===== src/rtl/ssd_scan_ctrl.sv =====
// ---------------------------------------------------------------------------
// ssd_scan_ctrl
// Time-multiplexes one shared BCD-to-seven-segment decoder across four
// digits. A 16-bit display register holds four BCD digits. Each digit is lit
// for REFRESH_DIV cycles. It is followed by GUARD_CYC anode-off cycles.
// Digits holding a non-BCD code are blanked, and leading zeros can be
// suppressed.
//
// Ports:
//   clk       in   1  rising-edge clock
//   rst_n     in   1  asynchronous active-low reset
//   enable    in   1  scanning runs while high
//   load      in   1  capture value into the display register on this edge
//   value     in  16  four BCD digits, [3:0] = digit0 (rightmost)
//   blank_lz  in   1  suppress leading zeros (digit0 is never suppressed)
//   load_ack  out  1  one-cycle pulse in the cycle after a capture
//   err       out  1  captured value contains a nibble greater than 9
//   bcd_out   out  4  digit code for the shared decoder
//   an_n      out  4  active-low anode select, bit i drives digit i
// ---------------------------------------------------------------------------
module ssd_scan_ctrl #(
   parameter int REFRESH_DIV = 100000,
   parameter int GUARD_CYC   = 2
) (
   input  logic        clk,
   input  logic        rst_n,
   input  logic        enable,
   input  logic        load,
   input  logic [15:0] value,
   input  logic        blank_lz,
   output logic        load_ack,
   output logic        err,
   output logic [3:0]  bcd_out,
   output logic [3:0]  an_n
);

   localparam int PW = (REFRESH_DIV > 2) ? $clog2(REFRESH_DIV) : 1;
   localparam int GW = (GUARD_CYC > 1) ? $clog2(GUARD_CYC) : 1;
   localparam logic [PW-1:0] PRESC_LAST = PW'(REFRESH_DIV - 1);
   localparam logic [GW-1:0] GUARD_LAST = (GUARD_CYC > 0) ? GW'(GUARD_CYC - 1) : {GW{1'b0}};

   typedef enum logic [1:0] {
      ST_IDLE  = 2'd0,
      ST_SCAN  = 2'd1,
      ST_GUARD = 2'd2
   } state_e;

   state_e         state_q, state_d;
   logic [1:0]     idx_q, idx_d;
   logic [PW-1:0]  presc_q, presc_d;
   logic [GW-1:0]  guard_q, guard_d;
   logic [15:0]    disp_q, disp_d;
   logic           ack_q, ack_d;
   logic           err_q, err_d;

   // True when any of the four nibbles is not a valid BCD digit.
   function automatic logic has_bad_nibble(input logic [15:0] v);
      logic bad;
      bad = 1'b0;
      for (int i = 0; i < 4; i++) begin
         if (v[4*i +: 4] > 4'd9) begin
            bad = 1'b1;
         end else begin
            bad = bad;
         end
      end
      return bad;
   endfunction

   // Selects digit i of the display register.
   function automatic logic [3:0] nibble_at(input logic [15:0] d, input logic [1:0] i);
      logic [3:0] n;
      case (i)
         2'd0:    n = d[3:0];
         2'd1:    n = d[7:4];
         2'd2:    n = d[11:8];
         2'd3:    n = d[15:12];
         default: n = 4'd0;
      endcase
      return n;
   endfunction

   // A digit is dark when it is non-BCD, or when it is a leading zero
   // (it and every digit to its left are zero) under suppression.
   function automatic logic is_blanked(input logic [15:0] d, input logic [1:0] i,
                                       input logic blz);
      logic lead_zero;
      case (i)
         2'd1:    lead_zero = (d[15:4]  == 12'd0);
         2'd2:    lead_zero = (d[15:8]  == 8'd0);
         2'd3:    lead_zero = (d[15:12] == 4'd0);
         default: lead_zero = 1'b0;
      endcase
      return (nibble_at(d, i) > 4'd9) || (blz && lead_zero);
   endfunction

   // Scan FSM: next state, digit index and slot counters.
   always_comb begin
      state_d = state_q;
      idx_d   = idx_q;
      presc_d = presc_q;
      guard_d = guard_q;
      if (!enable) begin
         state_d = ST_IDLE;
         idx_d   = 2'd0;
         presc_d = {PW{1'b0}};
         guard_d = {GW{1'b0}};
      end else begin
         case (state_q)
            ST_IDLE: begin
               state_d = ST_SCAN;
               idx_d   = 2'd0;
               presc_d = {PW{1'b0}};
               guard_d = {GW{1'b0}};
            end
            ST_SCAN: begin
               if (presc_q == PRESC_LAST) begin
                  presc_d = {PW{1'b0}};
                  idx_d   = idx_q + 2'd1;
                  guard_d = {GW{1'b0}};
                  // With no guard time the next digit lights immediately.
                  if (GUARD_CYC > 0) begin
                     state_d = ST_GUARD;
                  end else begin
                     state_d = ST_SCAN;
                  end
               end else begin
                  presc_d = presc_q + PW'(1'b1);
               end
            end
            ST_GUARD: begin
               if (guard_q == GUARD_LAST) begin
                  state_d = ST_SCAN;
                  guard_d = {GW{1'b0}};
               end else begin
                  guard_d = guard_q + GW'(1'b1);
               end
            end
            default: begin
               state_d = ST_IDLE;
               idx_d   = 2'd0;
               presc_d = {PW{1'b0}};
               guard_d = {GW{1'b0}};
            end
         endcase
      end
   end

   // Capture path: display register, acknowledge pulse and error flag.
   always_comb begin
      ack_d = load;
      if (load) begin
         disp_d = value;
         err_d  = has_bad_nibble(value);
      end else begin
         disp_d = disp_q;
         err_d  = err_q;
      end
   end

   // State and datapath registers.
   always_ff @(posedge clk or negedge rst_n) begin
      if (!rst_n) begin
         state_q <= ST_IDLE;
         idx_q   <= 2'd0;
         presc_q <= {PW{1'b0}};
         guard_q <= {GW{1'b0}};
         disp_q  <= 16'd0;
         ack_q   <= 1'b0;
         err_q   <= 1'b0;
      end else begin
         state_q <= state_d;
         idx_q   <= idx_d;
         presc_q <= presc_d;
         guard_q <= guard_d;
         disp_q  <= disp_d;
         ack_q   <= ack_d;
         err_q   <= err_d;
      end
   end

   // Digit drive: only a non-blanked digit in SCAN reaches the decoder.
   always_comb begin
      bcd_out = 4'd0;
      an_n    = 4'b1111;
      if (state_q == ST_SCAN && !is_blanked(disp_q, idx_q, blank_lz)) begin
         bcd_out = nibble_at(disp_q, idx_q);
         an_n    = ~(4'b0001 << idx_q);
      end else begin
         bcd_out = 4'd0;
         an_n    = 4'b1111;
      end
   end

   assign load_ack = ack_q;
   assign err      = err_q;

endmodule

===== config.mk =====
export PLATFORM = sky130hd
export DESIGN_NAME = ssd_scan_ctrl
export DESIGN_NICKNAME = d
export VERILOG_FILES = /design/src/rtl/ssd_scan_ctrl.sv
export SDC_FILE = /design/constraint.sdc
export NUM_CORES = 1
export LEC_CHECK = 0
export ABC_AREA = 1
export ABC_CLOCK_PERIOD_IN_PS = 3500
export CAP_MARGIN = 30
export CORE_MARGIN = 2
export CORE_UTILIZATION = 59
export CTS_CLUSTER_SIZE = 14
export DETAILED_ROUTE_END_ITERATION = 7
export PLACE_DENSITY_LB_ADDON = 0.08
export SETUP_SLACK_MARGIN = 0.15
export SYNTH_ARGS = -nofsm -noshare
export SYNTH_HDL_FRONTEND = slang
export SYNTH_SLANG_ARGS = --single-unit

===== constraint.sdc =====
create_clock -name clk -period 3.5 [get_ports clk]
set_input_delay 0.7 -clock clk [delete_from_list [all_inputs] [get_ports clk]]
set_output_delay 0.7 -clock clk [all_outputs]
set_load 0.01 [all_outputs]

# After elaboration in Yosys (flattened, before gate mapping)

Cells that the tools add are included.

Add/subtract/negate cells: 3
$mul: 0
Divide/modulo/power cells: 0
Order comparisons: 5
Equality and inequality tests: 9
Shift-type cells: 1
Mux-type cells: 22
Bitwise operators: 1
Reductions and logical operators: 11

Operators by type and width:

| kind                                                | count |
|---|---|
| 2-to-1 mux 17 bit                                   | 2 |
| one-hot mux 17 bit (2 select lines)                 | 1 |
| > comparator 4 bit, second input constant           | 5 |
| adder 17 x 1 -> 17 bit, second input constant       | 1 |
| equality test 17 bit, second input constant         | 1 |
| one-hot mux 4 bit (4 select lines)                  | 1 |
| zero test 12 bit                                    | 1 |
| 2-to-1 mux 2 bit                                    | 5 |
| zero test 8 bit                                     | 1 |
| 2-to-1 mux 4 bit                                    | 2 |
| 2-to-1 mux 1 bit                                    | 7 |
| equality test 2 bit, second input constant          | 3 |
| != test 3 bit, second input constant                | 2 |
| one-hot mux 2 bit (3 select lines)                  | 1 |
| equality test 2 x 1 -> 1 bit, second input constant | 2 |
| zero test 2 bit                                     | 2 |
| zero test 4 bit                                     | 1 |
| inverter 4 bit                                      | 1 |
| one-hot mux 2 bit (2 select lines)                  | 1 |
| AND reduction 2 bit                                 | 2 |
| left shift 1 x 2 -> 4 bit, first input constant     | 1 |
| one-hot mux 1 bit (3 select lines)                  | 1 |
| adder 2 x 1 -> 2 bit, second input constant         | 1 |
| logical AND 1 bit                                   | 2 |
| 5 further kinds                                     | 5 |

Register bits after elaboration: 40
Bits in latches: 0
Memory bits (writable): 0
Bits in read-only memories: 0
Memories kept: 0

# Depth between registers and ports, before layout

Depth after elaboration: 7
Gate-level depth with buffers: 11

# Worst setup path before layout

No wires, ideal clock.

Path kind: reg-to-output
Start: register idx_q[0]
End: output bcd_out[0]
Arrival: 1487 ps
Data required time: 2800 ps
Slack: 1313 ps
Cell stages (with the launch flop): 10
Cells stage by stage: dfrtp_1 > inv_1 > ha_1 > inv_2 > nand2_1 > o21ai_0 > nand2_1 > nand2_2 > nand3_2 > nor2_1

Longest elaborated chain between the ends: 7

Ends and longest elaborated chain:

| element                                                                                  | RTL line | text |
|---|---|---|
| from (decl)                                                                              | 49       | `logic [1:0] idx_q, idx_d;` |
| from (signal assigned)                                                                   | 173      | `idx_q <= idx_d;` |
| equality test 2 bit, or another cell as far along                                        | 73, 88   |  |
| one-hot mux 4 bit (4 select lines) or one-hot mux 1 bit (3 select lines) (tied branches) | 73, 88   |  |
| > comparator 4 bit or logical AND 1 bit (tied branches)                                  | 94       | `return (nibble_at(d, i) > 4'd9) \|\| (blz && lead_zero);` |
| logical OR 1 bit                                                                         | 94       |  |
| zero test 1 bit                                                                          | 186      | `if (state_q == ST_SCAN && !is_blanked(disp_q, idx_q, blank_lz)) begin` |
| logical AND 1 bit                                                                        | 186      |  |
| 2-to-1 mux 4 bit *                                                                       | 186      |  |
| to (decl)                                                                                | 33       | `output logic [3:0] bcd_out,` |

Mark *: on every way between the ends. The rest lies on a longest branch, timed or not.

# Final worst setup path

Start: register idx_q[0]
End: output bcd_out[3]

Same word-level chain as after synthesis.

==> impl_metrics.csv <==
group,metric,value,unit
logic_synthesis,avgSynthCellArea,7.25,um^2
sta,timing.slew.headroom,0.425,
sta,hold_viol,0,
sta,rsz0062_at_grt,"false",
routing,drtPass1Iterations,5,
placement,port_buffers,30,
clock_tree,clock-root-buffer,"clkbuf_8",
pwr,power.density,384,nW/um^2
critical_path,cp.arrival,2.46,ns
routing,drt-total-wl,5.45,mm
layout,fin_nets,376,
die,initial_core_util,0.619,
critical_path,crit_type,"flop to output port",
critical_path,required,2.80,ns
pwr,cellLeakagePower,1.29,nW
grt,grt_first_pass_wirelength,9.18,mm
clock_tree,cts_tree,"done",
critical_path,path_cells,"inv_1 -> ha_1 -> inv_2 -> nand2_1 -> o21ai_0 -> nand2_1 -> nand2_2 -> nand3_2 -> nor2_1 -> clkdlybuf4s50_1",
job,maxCapViolations,0,
die,core_area,3690,um^2
critical_path,path_depth,10,
logic_synthesis,synth_warnings,0,
die,fp.dieW,66.2,um
sta,period_needed,3.16,ns
critical_path,end_kind,"output port",
layout,finish.utilization,0.738,
grt,grt.overflow.total,0,
routing,drtIter0Drc,309,
sta,fmax,0.316,GHz
clock_tree,htreeDepth,2,
routing,via_per_inst,5.50,
sta,worst_slack,0.340,ns
routing,drc,0,
logic_synthesis,synth-edff-count,0,
clock_tree,cts_resized,0,
logic_synthesis,syn_nets,342,
critical_path,r2r_cells,8,
placement,dp_hpwl,4.04,mm
clock_tree,postCtsSetupBuffers,0,
critical_path,max_stage_delay,0.54,ns
clock_tree,clock_latency,0.30,ns
critical_path,crit_start,"idx_q[0]",
die,die_h,66.2,um
layout,final_common_cell,"nand2_1",
pwr,ir_drop,0.246,mV
grt,grt_usage,0.278,
logic_synthesis,yosys_most_used_dff,"dfrtp_1",
sta,finClkSkew,0.00785,ns
critical_path,reg2reg_to,"presc_q[16]",
layout,syn2layout_area_growth,19.1,%
clock_tree,numCtsBuffers,5,
clock_tree,clk_pin_slew_worst_paths,0.08,ns
logic_synthesis,synth_cell_types,25,
grt,grt_max_degree,41,
critical_path,critPathTopFamily,"buffers and inverters",
hold_path,min_path_type,"flop to flop",
critical_path,cp_slowest_cell,"clkdlybuf4s50_1",
clock_tree,cts.sinks,40,
die,io_pins,31,
critical_path,crit_buf_inv,3,
logic_synthesis,synth-seq-cells,40,
critical_path,critPathLaunchType,"flop",
logic_synthesis,syn_inst,315,
die,dieArea,4390,um^2
routing,via_count,2190,
outcome,status,"complete, no violations",
die,rows,22,
critical_path,r2r_slack,1.76,ns
grt,antenna_found_initial,0,
critical_path,worstReg2RegStart,"presc_q[0]",
logic_synthesis,yosysSeqAreaShare,0.438,
critical_path,cp-endpoint,"bcd_out[3]",
sta,worst_pin_slew,0.863,ns
clock_tree,cts_max_path_buffers,2,
sta,fin_crit_sh,0.903,
layout,drive_gt1_frac,0.0571,
placement,place_ws,0.605,ns
layout,n_antenna_cell,0,
logic_synthesis,synthArstFlopShare,1.00,
layout,final_cell_mix,"101 x nand2_1, 40 x dfrtp_1, 39 x inv_1",
critical_path,cpMostUsedCell,"nand2_1",
logic_synthesis,netlist_area,2280,um^2
routing,ant_nets,0,
critical_path,cp_max_fo,6,
grt,grt_pass1_vias,1989,
sta,finalSetupViolCount,0,
clock_tree,cts_hold_buf,0,
sta,slew_violations,0,
sta,fin_setup_tns,0,ns
placement,gp_congestion,0.974,
routing,wl_per_cell,13.7,um
## worst register-to-register path, delay by kind of cell (launching register included)
kind                       cells  cell delay [ns]
AOI/OAI and AO/OA              1             0.11
adders and majority gates      1             0.25
DFF                            1             0.41
and+or+nand+nor                6             0.89
## routing by layer
| metal | vias to the layer above | track usage | routed length, um |
|---|---|---|---|
| met5 | - | 0 | 0 |
| met4 | 0 | 0.0765 | 62 |
| met3 | 10 | 0.0562 | 349 |
| met2 | 100 | 0.406 | 2380 |
| met1 | 999 | 0.418 | 2660 |
| li1 | 1081 | - | - |
## where the power goes
group	internal, W	switching [W]
clock network	0.000161	0.000158
registers	0.000494	0.0000205
logic	0.0000799	0.000132
total	0.000735	0.000310
## final cells by class
type                            count  area [um^2]
Timing Repair Buffer               32          310
Inverter                           41          154
Clock buffer                        8         90.1
Tap cell                           48         60.1
Fill cell                         315          967
Multi-Input combinational cell    229         1110
Sequential cell                    40         1000
## worst min path at each step
stage                      to    start  slack, ns  cells after the start
global route          guard_q  guard_q       0.53                      2
finish                guard_q  guard_q       0.48                      2
global placement      guard_q  guard_q       0.47                      2
floorplan           disp_q[0]    rst_n       0.40                      0
detailed placement    guard_q  guard_q       0.47                      2
CTS                   guard_q  guard_q       0.48                      2
## synthesized netlist by cell type (2+ instances only)
| cell type | number | area share |
|---|---|---|
| clkbuf_1 | 3 | 0.0049 |
| a21oi_1 | 4 | 0.0088 |
| ha_1 | 6 | 0.033 |
| nand3_2 | 2 | 0.0088 |
| inv_1 | 39 | 0.064 |
| nand4_1 | 18 | 0.049 |
| nand3_1 | 18 | 0.039 |
| dfrtp_1 | 40 | 0.44 |
| o21ai_0 | 25 | 0.055 |
| nand2_1 | 101 | 0.17 |
| xor2_1 | 5 | 0.019 |
| inv_2 | 2 | 0.0033 |
| o21ai_2 | 2 | 0.0077 |
| nor2_1 | 35 | 0.058 |
| nor3_1 | 5 | 0.011 |
## registers in the layout, summed over array words and instances (netlist names)
| register | flops |
|---|---|
| presc_q | 17 |
| disp_q | 16 |
| idx_q | 2 |
| state_q | 2 |
| err | 1 |
| guard_q | 1 |
| load_ack | 1 |
## logic make-up (layout without fill, tap and decap cells)
| family | after synthesis | after routing | synth area share |
|---|---|---|---|
| XOR/XNOR | 5 | 5 | 0.0192 |
| adder cells (fa/ha/maj) | 6 | 6 | 0.0329 |
| AND/OR/NAND/NOR | 185 | 185 | 0.354 |
| flip-flops | 40 | 40 | 0.438 |
| buffers and inverters | 46 | 81 | 0.0778 |
| AO/OA/AOI/OAI | 33 | 33 | 0.0778 |
## through the flow
stage / total power (W) / hold slack, ns / instance area (um^2) / std cells
2_1_floorplan: 0.000635 / 0.404 / 2280 / 315
3_3_place_gp: 0.000728 / 0.466 / 2630 / 390
3_5_place_dp: 0.000733 / 0.465 / 2630 / 390
4_1_cts: 0.00105 / 0.482 / 2720 / 398
5_1_grt: 0.00109 / 0.533 / 2720 / 398
6_report: 0.00105 / 0.483 / 2720 / 398
Power figures use the tool's default switching activity.
